**config.mk**
```make
export PLATFORM = sky130hd
export DESIGN_NAME = fetch_sequencer
export DESIGN_NICKNAME = d
export VERILOG_FILES = /design/src/rtl/fetch_sequencer.sv
export SDC_FILE = /design/constraint.sdc
export NUM_CORES = 1
export LEC_CHECK = 0
export BUFFER_PORTS_ARGS = -buffer_cell sky130_fd_sc_hd__buf_2
export CELL_PAD_IN_SITES_DETAIL_PLACEMENT = 2
export CELL_PAD_IN_SITES_GLOBAL_PLACEMENT = 2
export CORE_ASPECT_RATIO = 1.5
export CORE_MARGIN = 4
export CORE_UTILIZATION = 35
export CTS_BUF_LIST = sky130_fd_sc_hd__clkbuf_2
export CTS_CLUSTER_DIAMETER = 150
export DETAILED_ROUTE_END_ITERATION = 7
export GPL_ROUTABILITY_DRIVEN = 0
export PLACE_DENSITY = 0.76
export SLEW_MARGIN = 20
export SYNTH_ARGS = -nofsm -noshare
export SYNTH_HDL_FRONTEND = slang
export SYNTH_SLANG_ARGS = --single-unit
```
**constraint.sdc**
```tcl
create_clock -name clk_i -period 2.3 [get_ports clk_i]
set_clock_uncertainty 0.2 [all_clocks]
set_input_delay 0.115 -clock clk_i [delete_from_list [all_inputs] [get_ports clk_i]]
set_output_delay 0.115 -clock clk_i [all_outputs]
set_load 0.01 [all_outputs]
```
**src/rtl/fetch_sequencer.sv**
```systemverilog
// Fetch-stage control sequencer: next-PC select, PC / IF-ID enables, IF-ID
// flush, redirect-vs-stall arbitration, boot and post-redirect bubbles,
// saturating performance counters and a sticky stall watchdog.
//
// state   | meaning
// --------+----------------------------------------------------------
// S_BOOT  | single bubble cycle after reset release, inputs ignored
// S_RUN   | normal fetch, accepts redirects and stalls
// S_STALL | load-use stall in progress, watchdog counting
// S_FLUSH | post-redirect bubbles, wrong-path requests ignored
module fetch_sequencer #(
  parameter int FLUSH_CYCLES = 1,
  parameter int MAX_STALL    = 15,
  parameter int CNT_W        = 16
) (
  input  logic             clk_i,
  input  logic             rst_i,
  input  logic             branch_taken_i,
  input  logic             jump_i,
  input  logic             jump_register_i,
  input  logic             stall_i,
  output logic [1:0]       pc_sel_o,
  output logic             pc_write_o,
  output logic             ifid_write_o,
  output logic             ifid_flush_o,
  output logic             hazard_error_o,
  output logic [CNT_W-1:0] stall_count_o,
  output logic [CNT_W-1:0] redirect_count_o
);

  typedef enum logic [1:0] {
    S_BOOT  = 2'd0,
    S_RUN   = 2'd1,
    S_STALL = 2'd2,
    S_FLUSH = 2'd3
  } state_e;

  localparam logic [2:0] FLUSH_LOAD  = 3'(FLUSH_CYCLES - 1);
  localparam logic [7:0] WD_LIMIT    = 8'(MAX_STALL);
  localparam logic [CNT_W-1:0] CNT_MAX = {CNT_W{1'b1}};

  state_e           state_q, state_d;
  logic [2:0]       flush_cnt_q, flush_cnt_d;
  logic [7:0]       wd_q, wd_d;
  logic             hazard_q, hazard_d;
  logic [CNT_W-1:0] stall_cnt_q, stall_cnt_d;
  logic [CNT_W-1:0] redir_cnt_q, redir_cnt_d;

  logic redirect;
  logic stall_inc;
  logic redir_inc;

  assign redirect = branch_taken_i | jump_i | jump_register_i;

  // Mealy control outputs and next-state selection
  always_comb begin
    pc_sel_o     = 2'd0;
    pc_write_o   = 1'b0;
    ifid_write_o = 1'b0;
    ifid_flush_o = 1'b0;
    state_d      = state_q;
    flush_cnt_d  = flush_cnt_q;
    wd_d         = 8'd0;
    stall_inc    = 1'b0;
    redir_inc    = 1'b0;
    unique case (state_q)
      S_BOOT: begin
        ifid_flush_o = 1'b1;
        state_d      = S_RUN;
      end
      S_RUN, S_STALL: begin
        if (redirect) begin
          // A redirect comes from an older instruction, so it beats the stall.
          if (jump_register_i)  pc_sel_o = 2'd3;
          else if (jump_i)      pc_sel_o = 2'd2;
          else                  pc_sel_o = 2'd1;
          pc_write_o   = 1'b1;
          ifid_write_o = 1'b1;
          ifid_flush_o = 1'b1;
          redir_inc    = 1'b1;
          if (FLUSH_CYCLES > 1) begin
            flush_cnt_d = FLUSH_LOAD;
            state_d     = S_FLUSH;
          end else begin
            state_d = S_RUN;
          end
        end else if (stall_i) begin
          stall_inc = 1'b1;
          state_d   = S_STALL;
          if (state_q == S_STALL) begin
            wd_d = (wd_q == 8'hFF) ? wd_q : wd_q + 8'd1;
          end else begin
            wd_d = 8'd1;
          end
        end else begin
          pc_write_o   = 1'b1;
          ifid_write_o = 1'b1;
          state_d      = S_RUN;
        end
      end
      S_FLUSH: begin
        pc_write_o   = 1'b1;
        ifid_write_o = 1'b1;
        ifid_flush_o = 1'b1;
        flush_cnt_d  = flush_cnt_q - 3'd1;
        if (flush_cnt_q <= 3'd1) state_d = S_RUN;
      end
      default: state_d = S_BOOT;
    endcase
  end

  // Saturating counters and sticky watchdog flag next values
  always_comb begin
    stall_cnt_d = stall_cnt_q;
    redir_cnt_d = redir_cnt_q;
    hazard_d    = hazard_q | (wd_d == WD_LIMIT);
    if (stall_inc && (stall_cnt_q != CNT_MAX)) stall_cnt_d = stall_cnt_q + 1'b1;
    if (redir_inc && (redir_cnt_q != CNT_MAX)) redir_cnt_d = redir_cnt_q + 1'b1;
  end

  // State, counter and flag registers
  always_ff @(posedge clk_i or posedge rst_i) begin
    if (rst_i) begin
      state_q     <= S_BOOT;
      flush_cnt_q <= 3'd0;
      wd_q        <= 8'd0;
      hazard_q    <= 1'b0;
      stall_cnt_q <= '0;
      redir_cnt_q <= '0;
    end else begin
      state_q     <= state_d;
      flush_cnt_q <= flush_cnt_d;
      wd_q        <= wd_d;
      hazard_q    <= hazard_d;
      stall_cnt_q <= stall_cnt_d;
      redir_cnt_q <= redir_cnt_d;
    end
  end

  assign hazard_error_o   = hazard_q;
  assign stall_count_o    = stall_cnt_q;
  assign redirect_count_o = redir_cnt_q;

endmodule

```
Word level (Yosys, flattened, before mapping)

Index checks and enable logic that the tools add are counted.

Register bits after elaboration: 46
Output and inout bits: 38
Logic and storage cells: 49
Bits of input ports: 6

Order comparisons: 1
Add/subtract/negate cells: 4
Reduce and logical (&&, ||, !) cells: 5
Bitwise operators: 3
Equality and inequality tests: 8
Mux-type cells: 22

Operators by type and width:

| operator              | number |
|---|---|
| $mux 8                | 5 |
| $add 16x1->16 const B | 2 |
| $ne 16x16->1 const B  | 2 |
| $mux 2                | 7 |
| $add 8x1->8 const B   | 1 |
| $eq 8x4->1 const B    | 1 |
| $eq 8x8->1 const B    | 1 |
| $mux 1                | 7 |
| $pmux 2 s3            | 1 |
| $eq 2x2->1 const B    | 2 |
| $pmux 1 s2            | 2 |
| $reduce_or 2->1       | 2 |
| $le 3x1->1 const B    | 1 |
| $or 1x1->1            | 3 |
| $sub 3x1->3 const B   | 1 |
| $eq 2x1->1 const B    | 1 |
| $logic_and 1x1->1     | 2 |
| $logic_not 2->1       | 1 |
| $ne 2x2->1 const B    | 1 |

Logic depth before layout (Yosys ltp)

Gate-level depths: netlist (run 1).

Word-level depth: 8
Gate-level depth with buffers: 7
Depth with buffers taken out: 7

Worst setup path before layout (run 1)

OpenSTA, ideal clock, no wires.

Path type: flip-flop to flip-flop
Start: reg state_q[0]
End: reg stall_cnt_q[13], in the netlist stall_count_o[13]
Buffers on the path: 0
Slack: 0.170 ns
Stages on the path, launching flop included: 8
Library setup time: 0.079 ns
Clock period less this slack: 2.130 ns
Data arrival time: 1.851 ns
Path through: dfrtp_1 -> inv_1 -> ha_1 -> nor4b_4 -> nand2_2 -> or4b_4 -> nor2_2 -> xor2_1

Word-level cells in the longest chain between the ends: 4
Elaborated cells on any way between the ends: 5
Classes of those cells: eq/ne: 2; mux: 1; reduce/logical: 2

RTL lines:

| item                                            | line | source |
|---|---|---|
| start: declaration                              | 42   | `state_e state_q, state_d;` |
| start signal: assignment                        | 131  | `state_q <= state_d;` |
| $eq 2x2->1 / $eq 2x1->1 (equally long branches) | 66   | `unique case (state_q)` |
| $reduce_or 2->1 *                               | 66   |  |
| $mux 1 *                                        | 66   |  |
| $logic_and 1x1->1 *                             | 117  | `if (stall_inc && (stall_cnt_q != CNT_MAX)) stall_cnt_d = stall_cnt_q + 1'b1;` |
| end signal: assignment                          | 135  | `stall_cnt_q <= stall_cnt_d;` |
| end: declaration                                | 46   | `logic [CNT_W-1:0] stall_cnt_q, stall_cnt_d;` |

Mark *: on every way between the ends. The rest lies on a longest branch, timed or not.
A chain may end at the register's enable or synchronous reset.

Worst setup path after layout (run 1)

Start: reg state_q[0]
End: reg stall_cnt_q[15], in the netlist stall_count_o[15]

The elaborated chain is that of the path after synthesis.

==> run summary, run 1 <==
H-tree level count: 2
Final ANT Viol Nets: 0
Vias: 1924
GR Util met1: 19.52%
Die W: 74.69 microns
Avg Cell Area, Syn: 10.38 sq um
RSZ-0062 raised after global routing: yes
final hold viol count: 0
PwrDens: 668.8 mW/mm^2
Crit. End Element: flip-flop
syn nets: 239
busiest grt layer: met2
critical setup path kind: reg2reg
Cell variety after synth: 40
die height: 108.0 microns
normalized max-slew margin: 65.08%
met3 usage: 3.442%
core area: 0.006486 sq mm
Layout Nets: 305
gr usage total: 16.85%
placed cells: 351
most common cell in the netlist: dfrtp_1
pin count of the biggest net entering global routing: 19
Clock Power Share: 17.2%
Pleak: 1.363 nW
Comb pwr share: 26.5%
DR pass1 iterations: 4
Req. time, crit path: 2470 ps
starting density of the core: 36.00%
first-pass GRT wire length: 10550 microns
Max Cap Violations: 0
Post-Synthesis Cells: 225
Ports: 44
placed wire-length estimate: 4738 microns
dominant cell type by area after synthesis: dfrtp_1
Cell Area, Synth: 0.002335 sq mm
Non-Filler Instances: 368
Int Pwr: 1.241 mW
number of port buffers: 43
switching power: 0.6719 mW
# clock sinks: 46
post-layout min period: 2220 ps
ANT cells: 0
final core occ: 44.10%
Total Power: 1.913 mW
WHS: 286.7 ps
DRC Markers: 0
EDFF count, synth: 0
total gr overflow: 0
ys async rst share: 100.0%
Slew @ Worst Pin: 518.3 ps
CTS Buffer Depth: 2
Synthesis Warnings: 0
TritonCTS clock tree: built
# rows: 36
final WL: 6194 microns
sequential share of power: 56.3%
Startpoint Class: flip-flop
area grow syn2layout: 22.51%
vias per cell: 5.228
sw frac: 35.12%
f_max: 450.5 MHz
post-synthesis sequential area ratio: 49.30%
grt met2 use: 30.06%
top cell type's share of synthesized area: 49.30%
Commonest cells post-synth: dfrtp_1 (46), nor2_1 (19), nand3_1 (18)
CP max FO: 4
Max VDD drop: 0.3600 mV
CP arrival: 2390 ps
post-route clock period utilization: 96.51%
Yosys reg bits: 46
CTS Buf Count: 5
layout cells sized above 1: 27.74%
Worst-path clk slew: 240 ps
largest cells by area after synthesis: dfrtp_1 (49%), xnor2_1 (6.0%), xor2_1 (5.6%)
status: finished clean
later-pin clock latency in the skew report: 420 ps
initial antenna violation count: 0
Initial DRC Count: 26
DR WL/cell: 16.83 microns
Synth Flop Type: dfrtp_1
HP Class: reg2reg
fin. max-slew vios: 0
# setup viols final: 0
number of global-route vias before repair: 2116
CTS Root Cell: clkbuf_2
die area: 0.008068 sq mm
## stage by stage
stage | worst slack (ps) | instance area [sq um] | setup TNS [ps]
final | 80.24 | 2860 | 0
after global routing | -75.23 | 2860 | -337.7
after CTS | 22.58 | 2818 | 0
after detailed placement | 68.34 | 2709 | 0
after global placement | 133.4 | 2709 | 0
after floorplan | 169.8 | 2335 | 0
## flip-flops by register name, indices dropped and copies added (netlist names)
name              flops
hazard_error_o        1
flush_cnt_q           3
redirect_count_o     16
wd_q                  8
state_q               2
stall_count_o        16
## area by class of cell
type                    count  area, sq um
repair buffers             63        382.9
clock buffers               6        30.03
clock inverters             2        8.758
inverters                  10        37.54
multi-input cells         165         1155
flip-flops and latches     46         1151
well taps                  76        95.09
fillers                   751         3626
## layout by cell type, fill, tap and decap left out, types with 2 or more instances in the layout
cell type      instances
a21oi_1               15
a31oi_1                4
and3_1                 3
and4_1                 4
buf_2                 43
buf_4                 13
clkbuf_2               6
dfrtp_1               46
dlygate4sd3_1          7
ha_1                   7
inv_1                  8
inv_2                  2
mux2_2                 2
mux2i_1                2
nand2_1               12
nand3_1               18
nand4_1               13
nor2_1                19
nor2_4                 2
nor3_1                 7
nor3_2                 2
o21ai_0                3
xnor2_1               16
xor2_1                15
## path summary, 6_finish.rpt
| path | start | end | slack [ps] | depth (start not counted) |
|---|---|---|---|---|
| max | state_q[0]$_DFFE_PP0P_ | stall_count_o[15]$_DFFE_PP0P_ | 80 | 7 |
| min | flush_cnt_q[2]$_DFFE_PP0P_ | flush_cnt_q[2]$_DFFE_PP0P_ | 290 | 1 |
| max reg2reg | state_q[0]$_DFFE_PP0P_ | stall_count_o[15]$_DFFE_PP0P_ | 80 | 7 |
| min reg2reg | flush_cnt_q[2]$_DFFE_PP0P_ | flush_cnt_q[2]$_DFFE_PP0P_ | 290 | 1 |
| max in group asynchronous | rst_i | redirect_count_o[0]$_DFFE_PP0P_ | 810 | 5 |
| min in group asynchronous | rst_i | stall_count_o[8]$_DFFE_PP0P_ | 500 | 4 |
## logic make-up after synthesis
family          synth area share [%]
compound gates                 8.682
xor+xnor                       11.63
fa+ha+maj                      4.287
buf+inv                        2.412
flops                          49.30
mux                            1.822
simple gates                   21.87
## critical path, stage by stage, from the launching register on
cell and delay, ps:
dfrtp_1 420, inv_1 100, ha_4 270, nor4b_4 280, nand2_2 110, or4b_4 550, nor2_4 120, xor2_1 140
## power groups by stage
| stage | Clock (mW) | Sequential [mW] | Combinational (mW) |
|---|---|---|---|
| 6_report | 0.329 | 1.08 | 0.507 |
| 5_1_grt | 0.384 | 1.11 | 0.572 |
| 3_5_place_dp | 0 | 1.10 | 0.505 |
| 4_1_cts | 0.353 | 1.08 | 0.514 |
| 3_3_place_gp | 0 | 1.09 | 0.474 |
| 2_1_floorplan | 0 | 1.11 | 0.258 |
## per-layer routing
| metal | vias to the layer above | share of wire [%] | wire [microns] |
|---|---|---|---|
| met5 | - | 0 | 0 |
| met4 | 0 | 1.2 | 74 |
| met3 | 7 | 4.1 | 253 |
| met2 | 38 | 53 | 3312 |
| met1 | 950 | 41 | 2555 |
| li1 | 929 | - | - |
## repair_timing
| item | in CTS | in global routing |
|---|---|---|
| resized for setup | 0 | 5 |
| setup endpoints to repair | 0 | 14 |
| hold endpoints to repair | 53 | 0 |
| setup buffers | 0 | 2 |
| hold buffers | 7 | 0 |
Note: power is estimated with default switching activity, not from simulation.
==> run 2, diff against run 1 <==
--- a/config.mk
+++ b/config.mk
@@ -5,17 +5,18 @@
 export SDC_FILE = /design/constraint.sdc
 export NUM_CORES = 1
 export LEC_CHECK = 0
+export ABC_AREA = 1
 export BUFFER_PORTS_ARGS = -buffer_cell sky130_fd_sc_hd__buf_2
 export CELL_PAD_IN_SITES_DETAIL_PLACEMENT = 2
 export CELL_PAD_IN_SITES_GLOBAL_PLACEMENT = 2
 export CORE_ASPECT_RATIO = 1.5
 export CORE_MARGIN = 4
-export CORE_UTILIZATION = 35
+export CORE_UTILIZATION = 34
 export CTS_BUF_LIST = sky130_fd_sc_hd__clkbuf_2
 export CTS_CLUSTER_DIAMETER = 150
 export DETAILED_ROUTE_END_ITERATION = 7
 export GPL_ROUTABILITY_DRIVEN = 0
-export PLACE_DENSITY = 0.76
+export PLACE_DENSITY = 0.79
 export SLEW_MARGIN = 20
 export SYNTH_ARGS = -nofsm -noshare
 export SYNTH_HDL_FRONTEND = slang
==> run summary, run 2 <==
Max Cap Violations: 0 (unchanged)
Synthesis Warnings: 0 (unchanged)
f_max: 462.3 MHz (+2.6%)
placed wire-length estimate: 6040 microns (+27%)
DR pass1 iterations: 6 (+2)
CTS Buf Count: 5 (unchanged)
ANT cells: 0 (unchanged)
post-synthesis sequential area ratio: 41.52% (-7.8 points)
Max VDD drop: 0.4259 mV (+18%)
CTS Root Cell: clkbuf_2
Slew @ Worst Pin: 627.6 ps (+109.3 ps)
Cell Area, Synth: 0.002773 sq mm (+19%)
Commonest cells post-synth: nand2_1 (111), inv_1 (48), dfrtp_1 (46)
largest cells by area after synthesis: dfrtp_1 (42%), nand2_1 (15%), inv_1 (6.5%)
Startpoint Class: flip-flop
R2R Path Start: state_q[1]$_DFFE_PP0P_
pre-CTS WS: 127.4 ps (+59.11 ps)
# setup viols final: 0 (unchanged)
PwrDens: 861.5 mW/mm^2 (+29%)
H-tree level count: 2 (unchanged)
EDFF count, synth: 0 (unchanged)
Final ANT Viol Nets: 0 (unchanged)
syn nets: 368 (+54%)
DRC Markers: 0 (unchanged)
final setup margin: 136.9 ps (+56.62 ps)
Die W: 81.74 microns (+9.4%)
area grow syn2layout: 17.73%
TritonCTS clock tree: built
Ports: 44 (unchanged)
Synth Flop Type: dfrtp_1
dominant cell type by area after synthesis: dfrtp_1
commonest non-fill, non-tap cell in the layout: nand2_1
CTS Buffer Depth: 2 (unchanged)
pin count of the biggest net entering global routing: 47 (+28)
# rows: 40 (+11%)
Worst-path clk slew: 280 ps (+40 ps)
top cell type's share of synthesized area: 41.52% (-7.8 points)
Post-Synthesis Cells: 354 (+57%)
number of global-route vias before repair: 2891 (+37%)
CP max FO: 4 (unchanged)
vias per cell: 4.812 (-8.0%)
commonest non-fill, non-tap cells in the layout: nand2_1 (110), inv_1 (47), dfrtp_1 (46)
normalized max-slew margin: 58.16% (-6.9 points)
final WL: 7933 microns (+28%)
total gr overflow: 0 (unchanged)
WHS: 90.42 ps (-196.3 ps)
HP Class: in2async
fin. max-slew vios: 0 (unchanged)
final hold viol count: 0 (unchanged)
Setup crit start: state_q[1]$_DFFE_PP0P_
Avg Cell Area, Syn: 7.832 sq um (-25%)
Worst Reg2Reg Path Length in Cells: 7 (unchanged)
status: finished clean
die area: 0.009694 sq mm (+20%)
starting density of the core: 34.84% (-1.2 points)
die height: 118.6 microns (+9.8%)
initial antenna violation count: 0 (unchanged)
Crit. End Element: flip-flop
Layout Nets: 430 (+41%)
most common cell in the netlist: nand2_1
number of port buffers: 43 (unchanged)
Req. time, crit path: 2540 ps (+70 ps)
DR WL/cell: 15.20 microns (-9.7%)
Yosys reg bits: 46 (unchanged)
critical setup path kind: reg2reg
Initial DRC Count: 64 (+150%)
post-layout min period: 2163 ps (-56.62 ps)
core area: 0.007958 sq mm (+23%)
ys async rst share: 100.0% (unchanged)
layout cells sized above 1: 21.82% (-5.9 points)
Vias: 2512 (+31%)
Pleak: 1.666 nW (+22%)
later-pin clock latency in the skew report: 480 ps (+60 ps)
gr usage total: 17.89% (+1.0 points)
CP arrival: 2400 ps (about the same)
post-route clock period utilization: 94.05% (-2.5 points)
filler instances: 952 (+27%)
first-pass GRT wire length: 13540 microns (+28%)
# clock sinks: 46 (unchanged)
Cell variety after synth: 26 (-35%)
[run 2: changes by cell type after synthesis, moves of 6 or more]
cell	before	now
nand2_1	12	111
nor2_1	19	26
inv_1	10	48
o21ai_2	0	6
xnor2_1	16	9
a21oi_1	15	3
[run 2: path summary, 6_finish.rpt]
check	endpoint	slack, ps
worst max-delay path	wd_q[3]$_DFF_PP0_	140
worst min-delay path	redirect_count_o[15]$_DFFE_PP0P_	90
worst max register to register	wd_q[3]$_DFF_PP0_	140
worst min register to register	hazard_error_o$_DFF_PP0_	290
max in group asynchronous	stall_count_o[15]$_DFFE_PP0P_	1360
min in group clk_i	hazard_error_o$_DFF_PP0_	290
[run 2: repair_timing]
action | in CTS | in global routing
buffers inserted | 0 | 4
setup endpoints to repair | 0 | 7
hold endpoints to repair | 56 | 0
hold buffers | 8 | 0
gates resized for setup | 0 | 4
[run 2: cells by family (layout without fill, tap and decap cells)]
logic type / Yosys count / count (layout) / share of synthesized area [%]
AO/OA/AOI/OAI: 21 / 21 / 4.783
XOR/XNOR: 28 / 28 / 8.845
adder cells (fa/ha/maj): 8 / 8 / 3.610
buffers and inverters: 56 / 119 / 8.664
flip-flops: 46 / 46 / 41.52
AND/OR/NAND/NOR: 195 / 195 / 32.58
[run 2: area by class of cell]
class,count,area (sq um),area share (%)
Clock buffer,6,30.03,0.9199
Sequential cell,46,1151,35.26
Tap cell,105,131.4,4.025
Inverter,51,193.9,5.941
Multi-Input combinational cell,252,1386,42.47
Timing Repair Buffer,60,362.8,11.12
Clock inverter,2,8.758,0.2683
[run 2: metal layers]
layer  wire length, microns  up-vias  GRT usage, %
met5                      0        -             0
met4                    119        0         5.094
met3                    199        7         2.744
met2                   4484       37         33.65
met1                   3129     1248         19.86
li1                       -     1220             -
[run 2: worst max-delay path, stage by stage (launching register included)]
cell and delay, ps:
dfrtp_1 450, inv_1 60, ha_1 340, nand4_2 170, nor2_4 180, nand2_1 80, nor2_2 100, dlygate4sd3_1 560
[run 2: through the flow]
stage	instance area, sq um	TNS [ps]	cells	utilization [%]	power (mW)
after floorplan	2773	0	354	-	2.028
after CTS	3227	0	518	40.55	2.854
after global routing	3264	-27.45	522	41.02	3.069
after detailed placement	3108	0	502	39.06	2.462
final	3264	0	522	41.02	2.812
after global placement	3108	0	502	39.06	2.396
[run 2: power by group]
part / leakage (nW) / switching [mW] / internal [mW] / total [mW]
registers: 0.598 / 0.206 / 0.999 / 1.20
clock network: 0.0304 / 0.295 / 0.0744 / 0.370
logic: 1.04 / 0.783 / 0.455 / 1.24
total: 1.67 / 1.28 / 1.53 / 2.81
==> run 3, diff against run 2 <==
--- a/config.mk
+++ b/config.mk
@@ -21,3 +21,4 @@
 export SYNTH_ARGS = -nofsm -noshare
 export SYNTH_HDL_FRONTEND = slang
 export SYNTH_SLANG_ARGS = --single-unit
+export TNS_END_PERCENT = 1
==> constraint.sdc (replaced) <==
create_clock -name clk_i -period 2.35 [get_ports clk_i]
set_clock_uncertainty 0.2 [all_clocks]
set_input_delay 0.1175 -clock clk_i [delete_from_list [all_inputs] [get_ports clk_i]]
set_output_delay 0.1175 -clock clk_i [all_outputs]
set_load 0.005 [all_outputs]
==> run summary, run 3 (synthesis gave the netlist of run 2 again) <==
status: finished clean
Critical Path Slowest Stage Cell: dlygate4sd3_1
layout cells sized above 1: 20.63% (-1.2 points)
placed wire-length estimate: 5985 microns (-0.92%)
number of port buffers: 43 (unchanged)
number of global-route vias before repair: 2758 (-4.6%)
Slew @ Worst Pin: 623.4 ps (-4.179 ps)
CP max FO: 8 (+4)
post-layout min period: 2186 ps (+22.91 ps)
Max Cap Violations: 0 (unchanged)
DRC Markers: 0 (unchanged)
crit path buf inv count: 3 (+1)
final WL: 7754 microns (-2.3%)
Worst-path clk slew: 280 ps (about the same)
final core occ: 40.55% (-0.47 points)
core area: 0.007958 sq mm (unchanged)
commonest non-fill, non-tap cell in the layout: nand2_1
Worst path top cell family by delay: buffers and inverters
final setup margin: 163.9 ps (+27.09 ps)
PwrDens: 820.7 mW/mm^2 (-4.7%)
Pleak: 1.628 nW (-2.3%)
CTS Buf Count: 5 (unchanged)
area grow syn2layout: 16.38%
# setup viols final: 0 (unchanged)
Vias: 2497 (-0.60%)
Die W: 81.74 microns (unchanged)
CP arrival: 2360 ps (-40 ps)
vias per cell: 4.830 (+0.36%)
Slowest Stage Delay on Critical Path: 570 ps (about the same)
Crit. End Element: flip-flop
Req. time, crit path: 2520 ps (-20 ps)
CTS Root Cell: clkbuf_2
Final TNS setup: 0 ps (unchanged)
pre-CTS WS: 213.3 ps (+85.90 ps)
DR pass1 iterations: 4 (-2)
Initial DRC Count: 37 (-42%)
HP Class: in2async
f_max: 457.4 MHz (-1.0%)
Final ANT Viol Nets: 0 (unchanged)
cells along the critical path: ha_1, nand2_1, nor2_4, nand2_2, inv_2, o21ai_0, dlygate4sd3_1, inv_1
pin count of the biggest net entering global routing: 47 (unchanged)
filler instances: 944 (-0.84%)
critical setup path kind: reg2reg
fin. max-slew vios: 0 (unchanged)
die height: 118.6 microns (unchanged)
post-route clock period utilization: 93.02% (-1.0 points)
WP depth: 8 (+1)
normalized max-slew margin: 58.44% (+0.28 points)
first-pass GRT wire length: 13250 microns (-2.1%)
RSZ-0062 raised after global routing: no
commonest non-fill, non-tap cells in the layout: nand2_1 (111), inv_1 (47), dfrtp_1 (46)
Non-Filler Instances: 517 (-0.96%)
later-pin clock latency in the skew report: 460 ps (-20 ps)
initial antenna violation count: 0 (unchanged)
Max VDD drop: 0.3826 mV (-10%)
gr usage total: 17.33% (-0.56 points)
Startpoint Class: flip-flop
total gr overflow: 0 (unchanged)
H-tree level count: 2 (unchanged)
Layout Nets: 425 (-1.2%)
# clock sinks: 46 (unchanged)
ANT cells: 0 (unchanged)
CTS Buffer Depth: 2 (unchanged)
die area: 0.009694 sq mm (unchanged)
placed cells: 500 (-0.40%)
TritonCTS clock tree: built
DR WL/cell: 15.00 microns (-1.3%)
Ports: 44 (unchanged)
Worst Reg2Reg Path Length in Cells: 8 (+1)
starting density of the core: 34.84% (unchanged)
# rows: 40 (unchanged)
final hold viol count: 0 (unchanged)
-- run 3: cell count changes in the layout (fill, tap and decap cells not counted), sizes merged --
cell,delta
buf,-4
clkinv,+1
dlygate4sd3,-1
inv,-1
-- run 3: what timing repair did --
item,in CTS,in global routing
endpoints found under the setup margin,0,4
endpoints found under the hold margin,57,4
buffers inserted,0,2
gates resized for setup,0,2
hold buffers,7,1
-- run 3: layout make-up --
class | count | area (sq um) | area share (%)
Tap cell | 105 | 131.4 | 4.071
Inverter | 51 | 192.7 | 5.971
Multi-Input combinational cell | 252 | 1390 | 43.08
Clock inverter | 2 | 8.758 | 0.2714
Clock buffer | 6 | 30.03 | 0.9306
Timing Repair Buffer | 55 | 322.8 | 10.00
Sequential cell | 46 | 1151 | 35.67
-- run 3: where the power goes --
part	internal [mW]	total, mW	switching [mW]
logic	0.422	1.11	0.689
registers	0.977	1.18	0.204
clock network	0.0731	0.356	0.283
-- run 3: through the flow --
stage	power (mW)	area [sq um]	hold WS [ps]
floorplan	1.909	2773	134.4
detailed placement	2.326	3093	142.3
finish	2.648	3227	121.6
global route	2.878	3227	157.2
global placement	2.258	3093	118.8
CTS	2.698	3202	132.5
-- run 3: worst min-delay path, delay by kind of cell --
| kind | cells | cell delay, ps |
|---|---|---|
| buffers and inverters | 4 | 1200 |
-- run 3: routing by layer --
metal  share of wire (%)  track usage, %  up-vias
met5                   0               0        -
met4                 1.1           4.366        0
met3                 3.0           2.668        6
met2                  57           32.74       39
met1                  39           19.34     1241
li1                    -               -     1211
-- run 3: path summary, 6_finish.rpt --
| kind | from | endpoint | slack [ps] |
|---|---|---|---|
| worst max-delay path | wd_q[0]$_DFF_PP0_ | wd_q[5]$_DFF_PP0_ | 160 |
| min in group clk_i | hazard_error_o$_DFF_PP0_ | hazard_error_o$_DFF_PP0_ | 300 |
| worst max register to register | wd_q[0]$_DFF_PP0_ | wd_q[5]$_DFF_PP0_ | 160 |
| worst min-delay path | rst_i | stall_count_o[10]$_DFFE_PP0P_ | 120 |
| worst min register to register | hazard_error_o$_DFF_PP0_ | hazard_error_o$_DFF_PP0_ | 300 |
| max in group asynchronous | rst_i | redirect_count_o[8]$_DFFE_PP0P_ | 1390 |
